## config.mk

```make
export PLATFORM = sky130hd
export DESIGN_NAME = pc_redirect_unit
export DESIGN_NICKNAME = d
export VERILOG_FILES = /design/src/rtl/pc_redirect_unit.sv
export SDC_FILE = /design/constraint.sdc
export NUM_CORES = 1
export LEC_CHECK = 0
export CORE_ASPECT_RATIO = 0.75
export CORE_MARGIN = 8
export CORE_UTILIZATION = 43
export DETAILED_ROUTE_END_ITERATION = 10
export HOLD_SLACK_MARGIN = 0.08
export MAX_ROUTING_LAYER = met4
export PLACE_DENSITY = 0.79
export SLEW_MARGIN = 10
export SYNTH_ARGS = -nofsm -noshare
export SYNTH_HDL_FRONTEND = slang
export SYNTH_SLANG_ARGS = --single-unit
```

## constraint.sdc

```tcl
create_clock -name clk -period 2.3 [get_ports clk]
set_input_delay 0.46 -clock clk [delete_from_list [all_inputs] [get_ports clk]]
set_output_delay 0.46 -clock clk [all_outputs]
set_load 0.005 [all_outputs]
```

## src/rtl/pc_redirect_unit.sv

```systemverilog
// rtl/pc_redirect_unit.sv - fetch PC owner: branch/jump redirect, flush strobes, pending replay
// Optional counters enabled by defining PC_REDIRECT_STATS_EN.
module pc_redirect_unit #(
    parameter logic [31:0] RESET_PC = 32'h0040_0000,
    parameter logic [31:0] PC_STEP  = 32'd4
) (
    input  logic        clk,
    input  logic        rst_n,
    input  logic        imem_ready_i,
    input  logic        stall_i,
    input  logic        id_jump_i,
    input  logic [31:0] id_jump_target_i,
    input  logic        ex_is_branch_i,
    input  logic        ex_branch_i,
    input  logic [31:0] ex_branch_target_i,
    output logic [31:0] pc_o,
    output logic [31:0] pc_plus4_o,
    output logic        flush_ifid_o,
    output logic        flush_idex_o,
`ifdef PC_REDIRECT_STATS_EN
    output logic [31:0] br_taken_cnt_o,
    output logic [31:0] flush_cyc_cnt_o,
`endif
    output logic        redirect_pend_o
);

    typedef enum logic {ST_RUN, ST_PEND} state_t;

    state_t      state_q, state_d;
    logic [31:0] pc_q, pc_d;
    logic [31:0] pend_target_q, pend_target_d;
    logic        take_br, take_j;

    assign take_br = ex_is_branch_i & ex_branch_i;
    // The EX branch is older than the ID jump, so it always wins.
    assign take_j  = id_jump_i & ~take_br;

    always_comb begin
        state_d       = state_q;
        pc_d          = pc_q;
        pend_target_d = pend_target_q;
        flush_ifid_o  = 1'b0;
        flush_idex_o  = 1'b0;
        case (state_q)
            ST_RUN: begin
                flush_ifid_o = take_br | take_j;
                flush_idex_o = take_br;
                if (take_br && imem_ready_i) begin
                    pc_d = ex_branch_target_i;
                end else if (take_j && imem_ready_i) begin
                    pc_d = id_jump_target_i;
                end else if (take_br || take_j) begin
                    pend_target_d = take_br ? ex_branch_target_i : id_jump_target_i;
                    state_d       = ST_PEND;
                end else if (!stall_i && imem_ready_i) begin
                    pc_d = pc_q + PC_STEP;
                end
            end
            ST_PEND: begin
                flush_idex_o = take_br;
                flush_ifid_o = take_br | imem_ready_i;
                if (take_br) begin
                    pend_target_d = ex_branch_target_i;
                end
                // A branch resolving in the replay cycle is newer than the latched target.
                if (imem_ready_i) begin
                    pc_d    = take_br ? ex_branch_target_i : pend_target_q;
                    state_d = ST_RUN;
                end
            end
            default: begin
                state_d = ST_RUN;
            end
        endcase
    end

    always_ff @(posedge clk or negedge rst_n) begin
        if (!rst_n) begin
            state_q       <= ST_RUN;
            pc_q          <= RESET_PC;
            pend_target_q <= 32'd0;
        end else begin
            state_q       <= state_d;
            pc_q          <= pc_d;
            pend_target_q <= pend_target_d;
        end
    end

    assign pc_o            = pc_q;
    assign pc_plus4_o      = pc_q + PC_STEP;
    assign redirect_pend_o = (state_q == ST_PEND);

`ifdef PC_REDIRECT_STATS_EN
    logic [31:0] br_taken_cnt_q, flush_cyc_cnt_q;

    always_ff @(posedge clk or negedge rst_n) begin
        if (!rst_n) begin
            br_taken_cnt_q  <= 32'd0;
            flush_cyc_cnt_q <= 32'd0;
        end else begin
            if (take_br) begin
                br_taken_cnt_q <= br_taken_cnt_q + 32'd1;
            end
            if (flush_ifid_o || flush_idex_o) begin
                flush_cyc_cnt_q <= flush_cyc_cnt_q + 32'd1;
            end
        end
    end

    assign br_taken_cnt_o  = br_taken_cnt_q;
    assign flush_cyc_cnt_o = flush_cyc_cnt_q;
`endif

endmodule

```

# Yosys cells after proc, flatten, opt, wreduce, memory -nomap -nowiden

Index checks and enable logic that the tools add are counted.

Output and inout port bits: 67
Flip-flop bits (word level): 65
Word-level logic and storage cells: 41
Bits of input ports: 71

Reductions and logical operators: 7
Muxes and demuxes: 18
Bitwise logic cells: 6
Equal/unequal tests: 6
$add $sub $neg: 1

Operators with widths:

| cell                  | number |
|---|---|
| $mux 32               | 10 |
| $pmux 32 s2           | 2 |
| $add 32x3->32 const B | 1 |
| $ne 2x2->1 const B    | 4 |
| $ne 4x4->1 const B    | 2 |
| $reduce_and 3->1      | 2 |
| $mux 1                | 4 |
| $pmux 1 s2            | 2 |
| $logic_and 1x1->1     | 3 |
| $and 1x1->1           | 2 |
| $not 1->1             | 2 |
| $or 1x1->1            | 2 |
| $logic_not 1->1       | 1 |
| $logic_or 1x1->1      | 1 |

# Longest topological paths before layout

Depth in word-level cells: 8
Depth in mapped cells: 8
Gate-level depth less buffers: 6

# Worst setup path after synthesis

OpenSTA, ideal clock, no wires.

Path type: flip-flop to output port
Start point: register pc_q[2], in the netlist pc_o[2]
End point: output pc_plus4_o[26]
Buffers on the path: 1
Cell stages (with the launch flop): 8
Slack: -0.178 ns
Data arrival time: 2.018 ns
Data required time: 1.840 ns
Cells stage by stage: dfrtp_1 > ha_1 > nand4_1 > or2_2 > or4_1 > buf_2 > nor2_1 > xor2_1

Word-level cells in the longest chain between the ends: 1

RTL lines:

| item                     | line | text |
|---|---|---|
| start: declaration       | 30   | `logic [31:0] pc_q, pc_d;` |
| start signal: assignment | 84   | `pc_q <= pc_d;` |
| $add 32x3->32            | 90   | `assign pc_plus4_o = pc_q + PC_STEP;` |
| end: declaration         | 17   | `output logic [31:0] pc_plus4_o,` |

Every way passes these cells.

# Worst setup path in the final report

Start point: register pc_q[2], in the netlist pc_o[2]
End point: output pc_plus4_o[20]

Same word-level chain as after synthesis.

==> out/metrics.cfg <==
[status]
status = finished, violations left
violations = setup timing

[floorplan]
dieArea_sq_um = 13600
core_sq_um = 9740
row_count = 31
die_y_um = 103
dieWidth_um = 132
io_pins = 138
start_util_pct = 44.7

[pwr]
combPwrFrac_pct = 44.6
p_int_mw = 3.50
clkPwrFrac_pct = 26.3
sw_frac_of_total_pct = 34.9
leakage_nw = 3.30
p_seq_share_pct = 29.1
p_total_mw = 5.37
power_switching_mw = 1.87
peakVddDrop_mv = 0.377
power_density_nw_per_um2 = 705

[sta]
fin_crit_sh_pct = 118
finalSetupTns_ns = -4.59
hold_viol_final = 0
setup_viol = 24
worst_pin_slew_ns = 0.719
drv_slew = 0
period_minus_slack_ns = 2.71
max_clock_freq_mhz = 369
fin_ws_ns = -0.410
slew_headroom_pct = 51.6
whs_ns = 0.111
fin_skew_ns = 0.0114
rsz0062_at_grt = yes

[place]
dp_slack_ns = -0.394
gp_routability_congestion = 0.952
dp_hpwl_um = 14000
port_buffers = 137

[setup_path]
path_buf_inv = 4
reg2reg_to = pc_o[21]
crit_path_max_incr_delay_ns = 0.41
crit_path_frequent_cell = buf_6
cp.required_ns = 1.84
cp_slowest_cell = o31ai_1
rr_startpoint = pc_o[2]
critPathTopFamily = buffers and inverters
critPathKind = register to output port
r2r_slack_ns = -0.31
endpoint_kind = output port
cp-start-kind = register
critPathMaxFanout = 3
crit_arrival_ns = 2.25
reg2reg_depth = 16
crit_chain = buf_6, ha_4, nand4_1, or2_4, buf_4, buf_6, o31ai_1, nand2_2, buf_6

[final_layout]
nFillCells = 624
seqCellArea_sq_um = 1630
area_delta_synth_final_pct = 75.2
mostFrequentLayoutCells = buf_4 (151), clkdlybuf4s50_1 (106), dfrtp_1 (64)
n_antenna_cell = 0
multiInputGateArea_sq_um = 2840
layout_commonest_cell = buf_4
final_layout_size_suffix_gt1_share_pct = 32.8
nets = 875

[synth]
synth_fa_ha_area_share_pct = 0.288
yosysWarnings = 0
synth_top_family_by_area = compound AO/OA/AOI/OAI gates
synth_xor_area_share_pct = 5.44
synth_edf_count = 0
netlist_area_sq_um = 4350
ys_seq_elements = 65
synth_cells = 528
synth.net_count = 600
yosysSeqAreaShare_pct = 37.4
synth_cell_type_count = 56
synth_compound_area_share_pct = 30.3
avgSynthCellArea_sq_um = 8.24
synth_flop_cell = dfrtp_1
yosys.area_share.simple_pct = 18.2
muxShareOfSynthArea_pct = 3.51
synthArstFlopShare_pct = 100

[global_route]
grt_pass1_wl_um = 31100
grt-ovfl-total = 0
grt_pass1_vias = 5832
grtUsageTotal_pct = 29.8
antenna_found_initial = 0
grt_max_degree = 44

[clock_network]
cts_buffer_depth = 2
cts_root_buf = clkbuf_16
cts_tree = yes
worstSkewPairLatency_ns = 0.34
h-tree-depth = 3
cts_sinks = 65
cts_buffers = 9
holdBufCountCts = 0
clkTransAtPathRegs_ns = 0.06

[run]
drv_cap = 0

[route]
vias = 6117
drt_wl_total_um = 21900
drt_iter0_drc = 830
dr.pass1.iters = 6
drc = 0
via_per_inst = 6.51
ant_nets = 0
routedWlPerCell_um = 23.2

[worst_hold_path]
hold_class = input port to asynchronous set/reset pin

power by group through the flow:
stage               logic (mW)  registers, mW  clock network [mW]
floorplan                0.775           1.62                   0
global placement          2.13           1.53                   0
detailed placement        2.18           1.55                   0
CTS                       2.22           1.54                1.40
global route              2.53           1.58                1.46
finish                    2.40           1.56                1.41
routing by layer:
| metal | GRT usage, % | up-vias | part of all wire, % |
|---|---|---|---|
| li1 | - | 2534 | - |
| met1 | 36.4 | 2903 | 38 |
| met2 | 47.0 | 551 | 45 |
| met4 | 10.8 | 0 | 4.6 |
| met3 | 7.98 | 129 | 12 |
| met5 | - | - | 0 |
synth_stat cells, types with 6 or more instances:
cell type   n  area share (%)
nand3_1    14             1.6
a21oi_1    46             5.3
a22oi_1     9             1.6
or3_1       6            0.86
o22ai_1    43             6.2
nand4_1     9             1.3
a221oi_1   11             2.2
nor2_1     58             5.0
nand2_1    58             5.0
and2_1      6            0.86
a21o_1      6             1.0
o21ai_0    18             2.1
xnor2_1    16             3.2
a222oi_1    6             1.4
inv_1      12             1.0
clkbuf_1   36             3.1
mux2_2     10             2.6
xor2_1     11             2.2
nor3_1      6            0.69
dfrtp_1    64              37
a31oi_1     6            0.86
worst max path at each step:
| stage | startpoint | end | slack [ns] | depth (start not counted) |
|---|---|---|---|---|
| after floorplan | pc_o[2] | pc_plus4_o[26] | -0.003 | 7 |
| after global placement | pc_o[3] | pc_plus4_o[26] | -0.35 | 7 |
| after detailed placement | pc_o[3] | pc_plus4_o[26] | -0.39 | 7 |
| after CTS | pc_o[2] | pc_o[31] | -0.30 | 17 |
| after global routing | pc_o[2] | pc_plus4_o[20] | -0.44 | 9 |
| final | pc_o[2] | pc_plus4_o[20] | -0.41 | 9 |
cells by family after synthesis:
family                     after synthesis
and+or+nand+nor                        174
adders and majority gates                1
xor gates and xnor gates                27
buffers and inverters                   54
DFF                                     65
AOI/OAI and AO/OA                      193
muxes                                   14
layout make-up:
class / instances / share of cell area [%]
Clock buffer: 13 / 3.41
Multi-Input combinational cell: 409 / 37.2
Tap cell: 132 / 2.17
Timing Repair Buffer: 306 / 34.7
Clock inverter: 3 / 0.525
Sequential cell: 65 / 21.4
Inverter: 12 / 0.591
sequential cells by signal (all words and copies together), names as in the netlist:
signal / cells
pend_target_q: 32
redirect_pend_o: 1
pc_o: 32
timing repair:
item | CTS | global route
buffers inserted | 32 | 19
pin swaps | 22 | 19
resized for setup | 129 | 35
endpoints found under the setup margin | 27 | 31
through the flow:
stage,instance area [sq um],std cells,utilization [%]
floorplan,4370,528,-
CTS,7420,927,76.2
finish,7620,940,78.3
global route,7620,940,78.3
detailed placement,6710,879,68.9
global placement,6710,879,68.9
Note: power is estimated with default switching activity, not from simulation.
